$ cat config.mk
export PLATFORM = sky130hd
export DESIGN_NAME = dump_ctrl
export DESIGN_NICKNAME = d
export VERILOG_FILES = /design/src/rtl/la_pkg.sv /design/src/rtl/dump_ctrl.sv
export SDC_FILE = /design/constraint.sdc
export NUM_CORES = 1
export LEC_CHECK = 0
export BUFFER_PORTS_ARGS = -buffer_cell sky130_fd_sc_hd__clkbuf_2
export CORE_AREA = 2 2 62 64
export CTS_BUF_LIST = sky130_fd_sc_hd__clkbuf_8
export DETAILED_ROUTE_END_ITERATION = 6
export DIE_AREA = 0 0 64 66
export PLACE_DENSITY = 0.74
export SLEW_MARGIN = 0
export SYNTH_ARGS = -nofsm -noshare
export SYNTH_HDL_FRONTEND = slang
export SYNTH_SLANG_ARGS = --single-unit
$ cat constraint.sdc
create_clock -name clk -period 4.94 [get_ports clk]
set_clock_uncertainty 0.1 [all_clocks]
set_input_delay 0 -clock clk [delete_from_list [all_inputs] [get_ports clk]]
set_output_delay 0 -clock clk [all_outputs]
set_load 0.1 [all_outputs]
$ cat src/rtl/la_pkg.sv
// Shared logic-analyzer definitions: dump sequencer states, NAK byte and default sizes.
package la_pkg;

    typedef enum logic [2:0] {
        IDLE,
        SETTLE,
        WAIT_TX,
        NAK_TX,
        DONE
    } state_t;

    localparam logic [7:0] NAK_BYTE    = 8'hEE;
    localparam int         DEF_ENTRIES = 384;
    localparam int         DEF_LOG2    = 9;
    localparam int         DEF_NUM_CH  = 5;

endpackage

$ cat src/rtl/dump_ctrl.sv
// Channel dump sequencer: walks one capture RAM and streams each entry as a byte to the UART TX.
module dump_ctrl
    import la_pkg::*;
#(
    parameter int         ENTRIES = DEF_ENTRIES,
    parameter int         LOG2    = DEF_LOG2,
    parameter int         NUM_CH  = DEF_NUM_CH,
    parameter logic [7:0] NAK     = NAK_BYTE
) (
    input  logic                clk,
    input  logic                rst,
    input  logic                dump_req,
    input  logic [2:0]          dump_ch,
    input  logic                capt_done,
    input  logic [8*NUM_CH-1:0] rdata,
    input  logic                last_rd,
    input  logic                tx_done,
    output logic                trmt,
    output logic [7:0]          tx_data,
    output logic                rd_adv,
    output logic [2:0]          ch_sel,
    output logic                busy,
    output logic                dump_done,
    output logic [LOG2-1:0]     byte_cnt
);

    state_t          state, state_d;
    logic            trmt_d;
    logic [7:0]      tx_data_d;
    logic [2:0]      ch_sel_d;
    logic            busy_d;
    logic            dump_done_d;
    logic [LOG2-1:0] byte_cnt_d;

    logic            accept;
    logic [7:0]      sel_byte;
    logic            at_guard;

    assign accept   = capt_done && (int'(dump_ch) < NUM_CH);
    assign sel_byte = rdata[int'(ch_sel)*8 +: 8];
    // Overrun guard: the entry being acknowledged is the last one the RAM can hold.
    assign at_guard = (byte_cnt == LOG2'(ENTRIES - 1));

    always_ff @(posedge clk) begin
        if (rst) begin
            state     <= IDLE;
            trmt      <= 1'b0;
            tx_data   <= 8'd0;
            ch_sel    <= 3'd0;
            busy      <= 1'b0;
            dump_done <= 1'b0;
            byte_cnt  <= '0;
        end else begin
            state     <= state_d;
            trmt      <= trmt_d;
            tx_data   <= tx_data_d;
            ch_sel    <= ch_sel_d;
            busy      <= busy_d;
            dump_done <= dump_done_d;
            byte_cnt  <= byte_cnt_d;
        end
    end

    always_comb begin
        state_d     = state;
        trmt_d      = 1'b0;
        tx_data_d   = tx_data;
        ch_sel_d    = ch_sel;
        busy_d      = busy;
        dump_done_d = 1'b0;
        byte_cnt_d  = byte_cnt;
        rd_adv      = 1'b0;

        unique case (state)
            IDLE: begin
                busy_d = 1'b0;
                if (dump_req) begin
                    busy_d = 1'b1;
                    if (accept) begin
                        ch_sel_d   = dump_ch;
                        byte_cnt_d = '0;
                        state_d    = SETTLE;
                    end else begin
                        tx_data_d = NAK;
                        trmt_d    = 1'b1;
                        state_d   = NAK_TX;
                    end
                end
            end
            SETTLE: begin
                tx_data_d = sel_byte;
                trmt_d    = 1'b1;
                state_d   = WAIT_TX;
            end
            WAIT_TX: begin
                if (tx_done) begin
                    rd_adv = 1'b1;
                    if (byte_cnt != LOG2'(ENTRIES)) begin
                        byte_cnt_d = byte_cnt + LOG2'(1);
                    end
                    if (last_rd || at_guard) begin
                        dump_done_d = 1'b1;
                        state_d     = DONE;
                    end else begin
                        state_d = SETTLE;
                    end
                end
            end
            NAK_TX: begin
                if (tx_done) begin
                    dump_done_d = 1'b1;
                    state_d     = DONE;
                end
            end
            DONE: begin
                busy_d  = 1'b0;
                state_d = IDLE;
            end
            default: state_d = IDLE;
        endcase
    end

endmodule
==> Word level (Yosys, flattened, before mapping) <==
Index checks and enable logic that the tools add are counted.
{ "word_totals": {"regBits": 26, "in_bits": 49, "out_inout_bits": 24, "word_cells": 56} }
{ "op_classes": {"addsub": 1, "order_cmp": 1, "n_eq_ne": 12, "n_shift": 1, "muxes": 24, "reduce_logical": 10} }
{ "op_table": {"columns": ["operator", "n"], "rows": [
  ["40-bit by 7-bit variable part select with 8-bit output", 1],
  ["9-bit two-way mux", 4],
  ["9-bit case mux with 2 select lines", 1],
  ["8-bit two-way mux", 2],
  ["8-bit case mux with 2 select lines", 1],
  ["3-bit two-way mux", 4],
  ["2-bit inequality test (second input constant)", 6],
  ["3-bit case mux with 4 select lines", 1],
  ["9-bit by 1-bit adder with 9-bit output (second input constant)", 1],
  ["9-bit equality test (second input constant)", 1],
  ["9-bit inequality test (second input constant)", 1],
  ["3-bit AND reduction", 3],
  ["1-bit two-way mux", 7],
  ["3-bit by 2-bit equality test with 1-bit output (second input constant)", 2],
  ["1-bit case mux with 2 select lines", 3],
  ["2-bit nonzero test", 3],
  ["5-bit AND reduction", 1],
  ["3-bit by 1-bit equality test with 1-bit output (second input constant)", 1],
  ["3-bit equality test (second input constant)", 1],
  ["3-bit logical NOT", 1],
  ["3-bit < comparator (second input constant)", 1],
  ["2-bit two-way mux", 1],
  ["1-bit logical AND", 1],
  ["1-bit logical OR", 1]
]} }

==> Logic depth before layout (Yosys ltp) <==
Gate-level depths: netlist (run 1).
{ "logic_depth": {"depth_word": 5, "mapped_depth": 6, "depth_no_buf": 6} }

==> Least setup slack after synthesis (run 1) <==
No wires, ideal clock.
{ "synth_timing": {"path_kind": "register to register", "from": "register ch_sel[0]", "to": "register tx_data[1]", "setup_time_ns": 0.136, "arrival_ns": 2.235, "t_required_ns": 4.704, "path_slack_ns": 2.469, "stages_incl_launch_ff": 6, "n_path_buf": 1, "period_less_slack_ns": 2.471, "path_cell_list": "dfxtp_1 buf_4 mux4_2 nor2b_1 a211oi_1 nor3_1"} }
{ "synth_between": {"elab_chain_cells": 2} }
{ "synth_rtl": {"columns": ["item", "line", "text"], "rows": [
  ["from (decl)", "dump_ctrl.sv:21", "output logic [2:0] ch_sel,"],
  ["from (signal assigned)", "dump_ctrl.sv:57", "ch_sel <= ch_sel_d;"],
  ["40-bit by 7-bit variable part select with 8-bit output", "dump_ctrl.sv:40", "assign sel_byte = rdata[int'(ch_sel)*8 +: 8];"],
  ["8-bit case mux with 2 select lines", "dump_ctrl.sv:74", "unique case (state)"],
  ["to (signal assigned)", "dump_ctrl.sv:56", "tx_data <= tx_data_d;"],
  ["to (decl)", "dump_ctrl.sv:19", "output logic [7:0] tx_data,"]
]} }
Every way passes these cells.
A chain may end at the register's enable or synchronous reset.

==> Worst setup path after layout (run 1) <==
{ "layout_timing": {"from": "register byte_cnt[0]", "to": "register state[0]"} }
{ "layout_between": {"elab_chain_cells": 5} }
{ "layout_rtl": {"columns": ["item", "line", "text"], "rows": [
  ["from (decl)", "dump_ctrl.sv:24", "output logic [LOG2-1:0] byte_cnt"],
  ["from (signal assigned)", "dump_ctrl.sv:60", "byte_cnt <= byte_cnt_d;"],
  ["9-bit equality test", "dump_ctrl.sv:42", "assign at_guard = (byte_cnt == LOG2'(ENTRIES - 1));"],
  ["1-bit logical OR", "dump_ctrl.sv:101", "if (last_rd || at_guard) begin"],
  ["3-bit two-way mux", "dump_ctrl.sv:101", null],
  ["3-bit two-way mux", "dump_ctrl.sv:96", "if (tx_done) begin"],
  ["3-bit case mux with 4 select lines", "dump_ctrl.sv:74", null],
  ["to (signal assigned)", "dump_ctrl.sv:54", "state <= state_d;"],
  ["to (decl)", "dump_ctrl.sv:27", "state_t state, state_d;"]
]} }
Every way passes these cells. The select of a mux whose other input is x is not followed.

==> impl_metrics.toml, run 1 <==
[sta]
hold_slack_ns = -0.00295
maxSlewHeadroom_pct = 55.8
slew_viol_final = 0
setup_tns_ns = 0
min_period_over_period_pct = 45.3
worst_slew_pin_slew_ns = 0.662
rsz0062_at_grt = "false"
period_minus_slack_ns = 2.24
hold_viol_final = 1
finalWorstSetupSlack_ns = 2.70
setup_viol = 0
max_freq_mhz = 446

[synthesis]
avgSynthCellArea_sq_um = 9.63
synth_seq_cells = 26
synth-async-reset-ratio_pct = 0
synthCells = 159
yosysWarningCount = 0
ys_seq_area_share_pct = 34.0
synth_flop_cell = "dfxtp_1"
synth_cell_types = 43
syn_nets = 210
synth_edf_count = 0
syn_area_sq_mm = 0.00153

[routing]
wl_per_cell_microns = 13.0
postRouteWirelength_microns = 3720
dr.pass1.iters = 4
drc = 0
vias_per_cell = 5.30
vias = 1516
ant_nets = 0
drtIter0Drc = 75

[finish]
syn2layout_area_growth_pct = 35.5
drive_above_1_share_pct = 39.9
num-nets-final = 290
antenna_cells = 0
fillers = 307
final_cell_mix = "clkbuf_2, dfxtp_1, nor2_1"
mostFrequentLayoutCell = "clkbuf_2"
finalNonFillerCells = 286
design_area_sq_mm = 0.00208
fin_util_pct = 58.5

[pwr]
p_sw_share_pct = 37.6
p_sw_mw = 0.213
p_total_mw = 0.565
p_int_mw = 0.353
p_leak_nw = 0.869
max-vdd-ir-drop_v = 0.000129
seqPwrFrac_pct = 42.0
clkPwrFrac_pct = 24.4
cellPowerDensity_mw_per_mm2 = 272
combPwrFrac_pct = 33.6

[clock_tree]
cts_tree = "built"
cts_buffer_depth = 2
cts_resized = 0
postCtsHoldBufs = 13
htree_num_levels = 1
cts_buffers = 3
clock_sinks = 26
clk_pin_slew_ns = 0.09
cts_setup_buffers = 0
clock_latency_ns = 0.27
cts_root_buf = "clkbuf_8"

[placement]
place_ws_ns = 2.95
hpwl_microns = 2770
dpl_cell_area_sq_mm = 0.00189
gp_congestion = 0.751
portBuffers = 72
dp.cells = 269

[global_route]
grt_max_degree = 30
grt_pass1_vias = 1451
grt_overflow_total = 0
grt.total_usage_pct = 19.0
grt_pass1_wl_microns = 6300
antenna_found_initial = 0

[setup_path]
worstPathRequired_ns = 5.01
path_cells = "ha_1, nand3_1, o31ai_1, o21ai_0, dlygate4sd3_1"
cp.arrival_ns = 2.31
endpoint_kind = "flop"
critPathMaxFanout = 6
slowest_stage = "dlygate4sd3_1"
critPathKind = "reg -> reg"
start_kind = "flop"
crit_family = "compound AO/OA/AOI/OAI gates"
critPathMaxStageDelay_ns = 0.56
crit_buf_inv = 1

[run_status]
violations = "hold timing"
status = "complete, but fails checks"

[die]
die_y_microns = 66
io_pins = 73
rows = 22
initial_utilization_pct = 43.1
core_sq_mm = 0.00355
die-area_sq_mm = 0.00422
die_x_microns = 64

[min_path]
hold_class = "in -> reg"

[flow_run]
maxCapViolCount = 0
==> final timing paths <==
| check | from | endpoint | slack [ns] | depth (start not counted) |
|---|---|---|---|---|
| min reg2reg | tx_data[4]$_SDFFE_PP0P_ | tx_data[4]$_SDFFE_PP0P_ | 0.40 | 2 |
| max reg2reg | byte_cnt[0]$_SDFFE_PP0P_ | state[0]$_SDFFE_PP0P_ | 2.70 | 5 |
| max | byte_cnt[0]$_SDFFE_PP0P_ | state[0]$_SDFFE_PP0P_ | 2.70 | 5 |
| min | rdata[36] | tx_data[4]$_SDFFE_PP0P_ | -0.003 | 3 |
==> power groups by stage <==
stage / clock [mW] / sequential, mW / combinational, mW
CTS: 0.142 / 0.237 / 0.191
global placement: 0 / 0.242 / 0.181
floorplan: 0 / 0.315 / 0.0707
global route: 0.149 / 0.239 / 0.204
detailed placement: 0 / 0.242 / 0.182
finish: 0.138 / 0.237 / 0.190
==> flip-flops by register name (all words and copies together), names as in the netlist <==
name / cells
byte_cnt: 9
tx_data: 8
ch_sel: 3
state: 3
busy: 1
dump_done: 1
trmt: 1
==> per-layer routing <==
layer | vias up | GRT usage, % | share of wire [%]
li1 | 757 | - | -
met1 | 687 | 23.7 | 44
met2 | 68 | 31.4 | 46
met3 | 4 | 3.92 | 8.1
met4 | 0 | 8.97 | 1.6
met5 | - | 0 | 0
==> synth_stat cells, types with 4 or more instances <==
| library cell | number | share of area, % |
|---|---|---|
| dfxtp_1 | 26 | 34 |
| nor2_1 | 19 | 4.7 |
| nor2b_1 | 9 | 3.7 |
| a211oi_1 | 8 | 3.9 |
| nor3_1 | 8 | 2.6 |
| mux2i_1 | 7 | 4.6 |
| nand3_1 | 7 | 2.3 |
| mux4_2 | 6 | 8.8 |
| clkbuf_1 | 5 | 1.2 |
| inv_1 | 5 | 1.2 |
| a21oi_1 | 4 | 1.3 |
| nand2b_1 | 4 | 1.6 |
==> area by class of cell <==
type	count	area, sq um	area share (%)
Clock buffer	4	55.1	2.65
Timing Repair Buffer	85	490	23.6
Multi-Input combinational cell	118	931	44.8
Sequential cell	26	520	25.1
Inverter	5	18.8	0.904
Tap cell	48	60.1	2.89
==> cells by family after synthesis <==
logic type | count (synthesis) | synth area share, %
muxes | 13 | 13.4
AOI/OAI and AO/OA | 32 | 18.1
adders and majority gates | 2 | 1.63
buffers and inverters | 15 | 5.23
DFF | 26 | 34.0
and+or+nand+nor | 71 | 27.6
==> worst reg2reg max path, delay by kind of cell (launching register included) <==
kind,cells,cell delay [ns]
and+or+nand+nor,1,0.18
adders and majority gates,1,0.26
DFF,1,0.43
AOI/OAI and AO/OA,2,0.61
buffers and inverters,1,0.56
No activity file was read; power rests on OpenSTA's default activity.
==> run 2: changes to the inputs <==
==> constraint.sdc (replaced) <==
create_clock -name clk -period 2.2 [get_ports clk]
set_clock_uncertainty 0.1 [all_clocks]
set_input_delay 0 -clock clk [delete_from_list [all_inputs] [get_ports clk]]
set_output_delay 0 -clock clk [all_outputs]
set_load 0.1 [all_outputs]
==> impl_metrics.toml, run 2 (synthesized netlist as in run 1, its figures left out) <==
[run_status]
status = "finished, final reports clean"

[global_route]
grt_overflow_total = 0
antenna_found_initial = 0
grt_max_degree = 30
grt_pass1_vias = 1423
grt_pass1_wl_microns = 6090
grt.total_usage_pct = 18.3

[pwr]
seqPwrFrac_pct = 39.2
max-vdd-ir-drop_v = 0.000361
combPwrFrac_pct = 31.2
p_leak_nw = 0.880
p_sw_mw = 0.488
p_sw_share_pct = 35.8
cellPowerDensity_mw_per_mm2 = 645
p_int_mw = 0.877
clkPwrFrac_pct = 29.6

[clock_tree]
cts_buffer_depth = 2
cts_setup_buffers = 0
cts_buffers = 3
htree_num_levels = 1
clock_latency_ns = 0.28
cts_root_buf = "clkbuf_8"
clock_sinks = 26
clk_pin_slew_ns = 0.10
cts_tree = "built"

[routing]
drtIter0Drc = 73
ant_nets = 0
vias = 1515
wl_per_cell_microns = 13.0
drc = 0
dr.pass1.iters = 4
vias_per_cell = 5.30
postRouteWirelength_microns = 3710

[sta]
min_period_over_period_pct = 90.1
slew_viol_final = 0
setup_tns_ns = 0
hold_viol_final = 0
rsz0062_at_grt = "false"
maxSlewHeadroom_pct = 55.2
worst_slew_pin_slew_ns = 0.670
period_minus_slack_ns = 1.98
max_freq_mhz = 504
setup_viol = 0

[finish]
drive_above_1_share_pct = 42.9
syn2layout_area_growth_pct = 38.2
largest_register_ffs = 9
finalNonFillerCells = 286
final_cell_mix = "clkbuf_2, dfxtp_1, nor2_1"
num-nets-final = 290
mostFrequentLayoutCell = "clkbuf_2"
antenna_cells = 0
reg_top3 = "byte_cnt (9), tx_data (8)"
largest_register = "byte_cnt"

[setup_path]
worst_r2r_path_depth = 5
critPathKind = "reg -> reg"
endpoint_kind = "flop"
worstPathRequired_ns = 2.27
critPathMaxFanout = 6
start_kind = "flop"
cp.arrival_ns = 2.05

[die]
io_pins = 73
die-area_sq_mm = 0.00422
rows = 22
die_y_microns = 66
core_sq_mm = 0.00355
initial_utilization_pct = 43.1
die_x_microns = 64

[min_path]
hold_path_depth = 3
hold_class = "in -> reg"

[placement]
hpwl_microns = 2870
dp.cells = 269
gp_congestion = 0.796
portBuffers = 72

[flow_run]
maxCapViolCount = 0
run 2: worst max-delay path: stages, from the launching register on:
cell and delay [ns]:
dfxtp_2 0.39, ha_1 0.26, nand3_2 0.16, o31ai_4 0.29
o21ai_0 0.13, dlygate4sd3_1 0.56
run 2: worst paths after layout:
path | startpoint | endpoint | slack, ns
setup reg to reg | byte_cnt[0]$_SDFFE_PP0P_ | state[0]$_SDFFE_PP0P_ | 0.22
hold / removal | rdata[36] | tx_data[4]$_SDFFE_PP0P_ | 0.0001
setup / recovery | byte_cnt[0]$_SDFFE_PP0P_ | state[0]$_SDFFE_PP0P_ | 0.22
hold reg to reg | tx_data[2]$_SDFFE_PP0P_ | tx_data[2]$_SDFFE_PP0P_ | 0.40
run 2: routing by layer:
metal / up-vias / GRT usage (%) / part of all wire, %
li1: 755 / - / -
met5: - / 0 / 0
met2: 66 / 32.7 / 48
met4: 0 / 7.34 / 1.5
met1: 690 / 22.0 / 44
met3: 4 / 2.90 / 6.6
run 2: stage by stage:
| stage | util (%) | power (mW) | instance area [sq um] | setup slack, ns | hold slack (ns) |
|---|---|---|---|---|---|
| 6_report | 59.6 | 1.37 | 2120 | 0.217 | 0.000123 |
| 5_1_grt | 59.6 | 1.42 | 2120 | 0.0660 | 0.0411 |
| 4_1_cts | 59.1 | 1.37 | 2100 | 0.0891 | 0.00373 |
| 3_5_place_dp | 53.4 | 0.954 | 1900 | 0.425 | 0.159 |
| 3_3_place_gp | 53.4 | 0.949 | 1900 | 0.442 | 0.158 |
| 2_1_floorplan | - | 0.866 | 1540 | 0.0102 | 0.0298 |
run 2: power groups by stage:
stage               Clock (mW)  Sequential (mW)  Combinational [mW]
floorplan                    0            0.707               0.159
global placement             0            0.545               0.404
detailed placement           0            0.546               0.408
CTS                      0.409            0.535               0.428
global route             0.427            0.540               0.457
finish                   0.405            0.534               0.426
run 2: what timing repair did:
action / CTS / global route
setup endpoints to repair: 0 / 1
hold buffers: 13 / 0
hold endpoints to repair: 13 / 0
gates resized for setup: 0 / 3
run 2: area by class of cell:
type / instances / area (sq um)
fill: 317 / 1430
tap: 48 / 60.1
timing repair buffer: 85 / 490
clock buffer: 3 / 41.3
sequential: 26 / 527
multi-input combinational: 118 / 950
inverter: 5 / 18.8
clock inverter: 1 / 30.0
==> run 3: changes to the inputs <==
--- a/config.mk
+++ b/config.mk
@@ -10,7 +10,9 @@
 export CTS_BUF_LIST = sky130_fd_sc_hd__clkbuf_8
 export DETAILED_ROUTE_END_ITERATION = 6
 export DIE_AREA = 0 0 64 66
+export MAX_ROUTING_LAYER = met4
 export PLACE_DENSITY = 0.74
+export SETUP_SLACK_MARGIN = 0.3
 export SLEW_MARGIN = 0
 export SYNTH_ARGS = -nofsm -noshare
 export SYNTH_HDL_FRONTEND = slang
==> impl_metrics.toml, run 3 (synthesized netlist as in run 1, its figures left out) <==
[pwr]
max-vdd-ir-drop_v = 0.000251
cellPowerDensity_mw_per_mm2 = 585
p_leak_nw = 0.868

[finish]
reg_top3 = "byte_cnt (9), tx_data (8)"
largest_register_ffs = 9
syn2layout_area_growth_pct = 36.1
num-nets-final = 290
largest_register = "byte_cnt"
final_cell_mix = "clkbuf_2, nor2_1, dfxtp_1"
design_area_sq_mm = 0.00208
antenna_cells = 0
drive_above_1_share_pct = 45.1
regArea_sq_um = 546
finalNonFillerCells = 285
fillers = 326
multi_input_area_sq_um = 931
mostFrequentLayoutCell = "clkbuf_2"

[die]
die_y_microns = 66
initial_utilization_pct = 43.1
die_x_microns = 64
io_pins = 73
core_sq_mm = 0.00355
rows = 22
die-area_sq_mm = 0.00422

[clock_tree]
clock_latency_ns = 0.27
cts_root_buf = "clkbuf_8"
htree_num_levels = 1
cts_tree = "built"
cts_buffers = 3
cts_resized = 0
cts_buffer_depth = 2
clk_pin_slew_ns = 0.09
clock_sinks = 26
cts_setup_buffers = 0

[min_path]
hold_start = "rdata[32]"
hold_path_depth = 3
hold_end = "tx_data[0]$_SDFFE_PP0P_"
hold_class = "in -> reg"

[placement]
portBuffers = 72
hpwl_microns = 2850
dpl_cell_area_sq_mm = 0.00192
dp.cells = 270
gp_congestion = 0.855

[routing]
drt-met1-wl_microns = 1610
dr_wl_met3_microns = 243
met2_length_microns = 1740
ant_nets = 0
vias = 1484
dr.pass1.iters = 4
vias_per_cell = 5.21
drc = 0
wl_per_cell_microns = 12.7
postRouteWirelength_microns = 3620
drtIter0Drc = 72
routed.top_layer = "met4"

[sta]
setup_tns_ns = 0
slew_viol_final = 0
worst_slew_pin_slew_ns = 0.594
hold_viol_final = 0
min_period_over_period_pct = 81.7
rsz0062_at_grt = "false"
maxSlewHeadroom_pct = 60.4
setup_viol = 0
max_freq_mhz = 556
period_minus_slack_ns = 1.80

[run_status]
status = "finished, final reports clean"

[global_route]
grt_pass1_wl_microns = 6290
grt_max_degree = 30
antenna_found_initial = 0
grt.total_usage_pct = 19.3
grt_overflow_total = 0
grt_pass1_vias = 1405

[setup_path]
endpoint_kind = "output port"
r2r_start = "state[1]$_SDFFE_PP0P_"
path_cells = "and4bb_2, clkbuf_2"
critPathMaxStageDelay_ns = 0.53
crit_buf_inv = 1
worstPathRequired_ns = 2.10
slowest_stage = "dfxtp_1"
worst_r2r_path_depth = 4
critPathMaxFanout = 10
r2r_end = "byte_cnt[2]$_SDFFE_PP0P_"
crit_family = "flip-flops"
start_kind = "flop"
critPathKind = "reg -> out"
r2r_setup_slack_ns = 0.43
cp.arrival_ns = 1.70

[flow_run]
maxCapViolCount = 0
[run 3: cell types whose count changed in the layout (fill, tap and decap cells not counted), sizes merged]
cell         change
buf              +1
dlygate4sd3      -1
bufinv           -1
[run 3: power breakdown]
group          switching [mW]  internal [mW]  total [mW]
clock network           0.142          0.123       0.265
logic                   0.292          0.132       0.424
registers              0.0343          0.498       0.532
total                   0.468          0.752        1.22
[run 3: per-layer routing]
metal,track usage (%),vias up
li1,-,761
met1,23.7,657
met2,32.8,64
met3,3.07,2
met4,5.71,0
met5,-,-
[run 3: worst max path at each step]
stage | startpoint | end | slack (ns) | cells after the start
floorplan | ch_sel[0]$_SDFFE_PP0P_ | tx_data[1]$_SDFFE_PP0P_ | 0.34 | 5
global placement | state[1]$_SDFFE_PP0P_ | byte_cnt[2]$_SDFFE_PP0P_ | 0.47 | 4
detailed placement | state[1]$_SDFFE_PP0P_ | byte_cnt[2]$_SDFFE_PP0P_ | 0.45 | 4
CTS | state[1]$_SDFFE_PP0P_ | rd_adv | 0.40 | 2
global route | state[0]$_SDFFE_PP0P_ | tx_data[3]$_SDFFE_PP0P_ | 0.30 | 4
finish | state[1]$_SDFFE_PP0P_ | rd_adv | 0.40 | 2
[run 3: what timing repair did]
action	in CTS	in global routing
setup endpoints to repair	0	0
endpoints found under the hold margin	13	0
hold buffers	12	0
[run 3: cell type report]
class / count / area share, %
tap: 48 / 2.88
inverter: 5 / 0.900
clock buffer: 3 / 1.98
timing repair buffer: 85 / 23.4
multi-input combinational: 118 / 44.7
sequential: 26 / 26.2
[run 3: worst reg2reg max path: cells and delay by family (launching register included)]
family / cells / cell delay (ns)
AO/OA/AOI/OAI: 2 / 0.28
flip-flops: 1 / 0.53
AND/OR/NAND/NOR: 2 / 0.79
[run 3: stage by stage]
step	util [%]	setup slack, ns	power (mW)	hold slack (ns)
global route	58.7	0.305	1.28	0.0375
detailed placement	54.2	0.447	0.954	0.159
finish	58.7	0.402	1.22	0.0157
CTS	58.7	0.395	1.23	0.0116
floorplan	-	0.336	0.863	0.0298
global placement	54.2	0.470	0.949	0.149
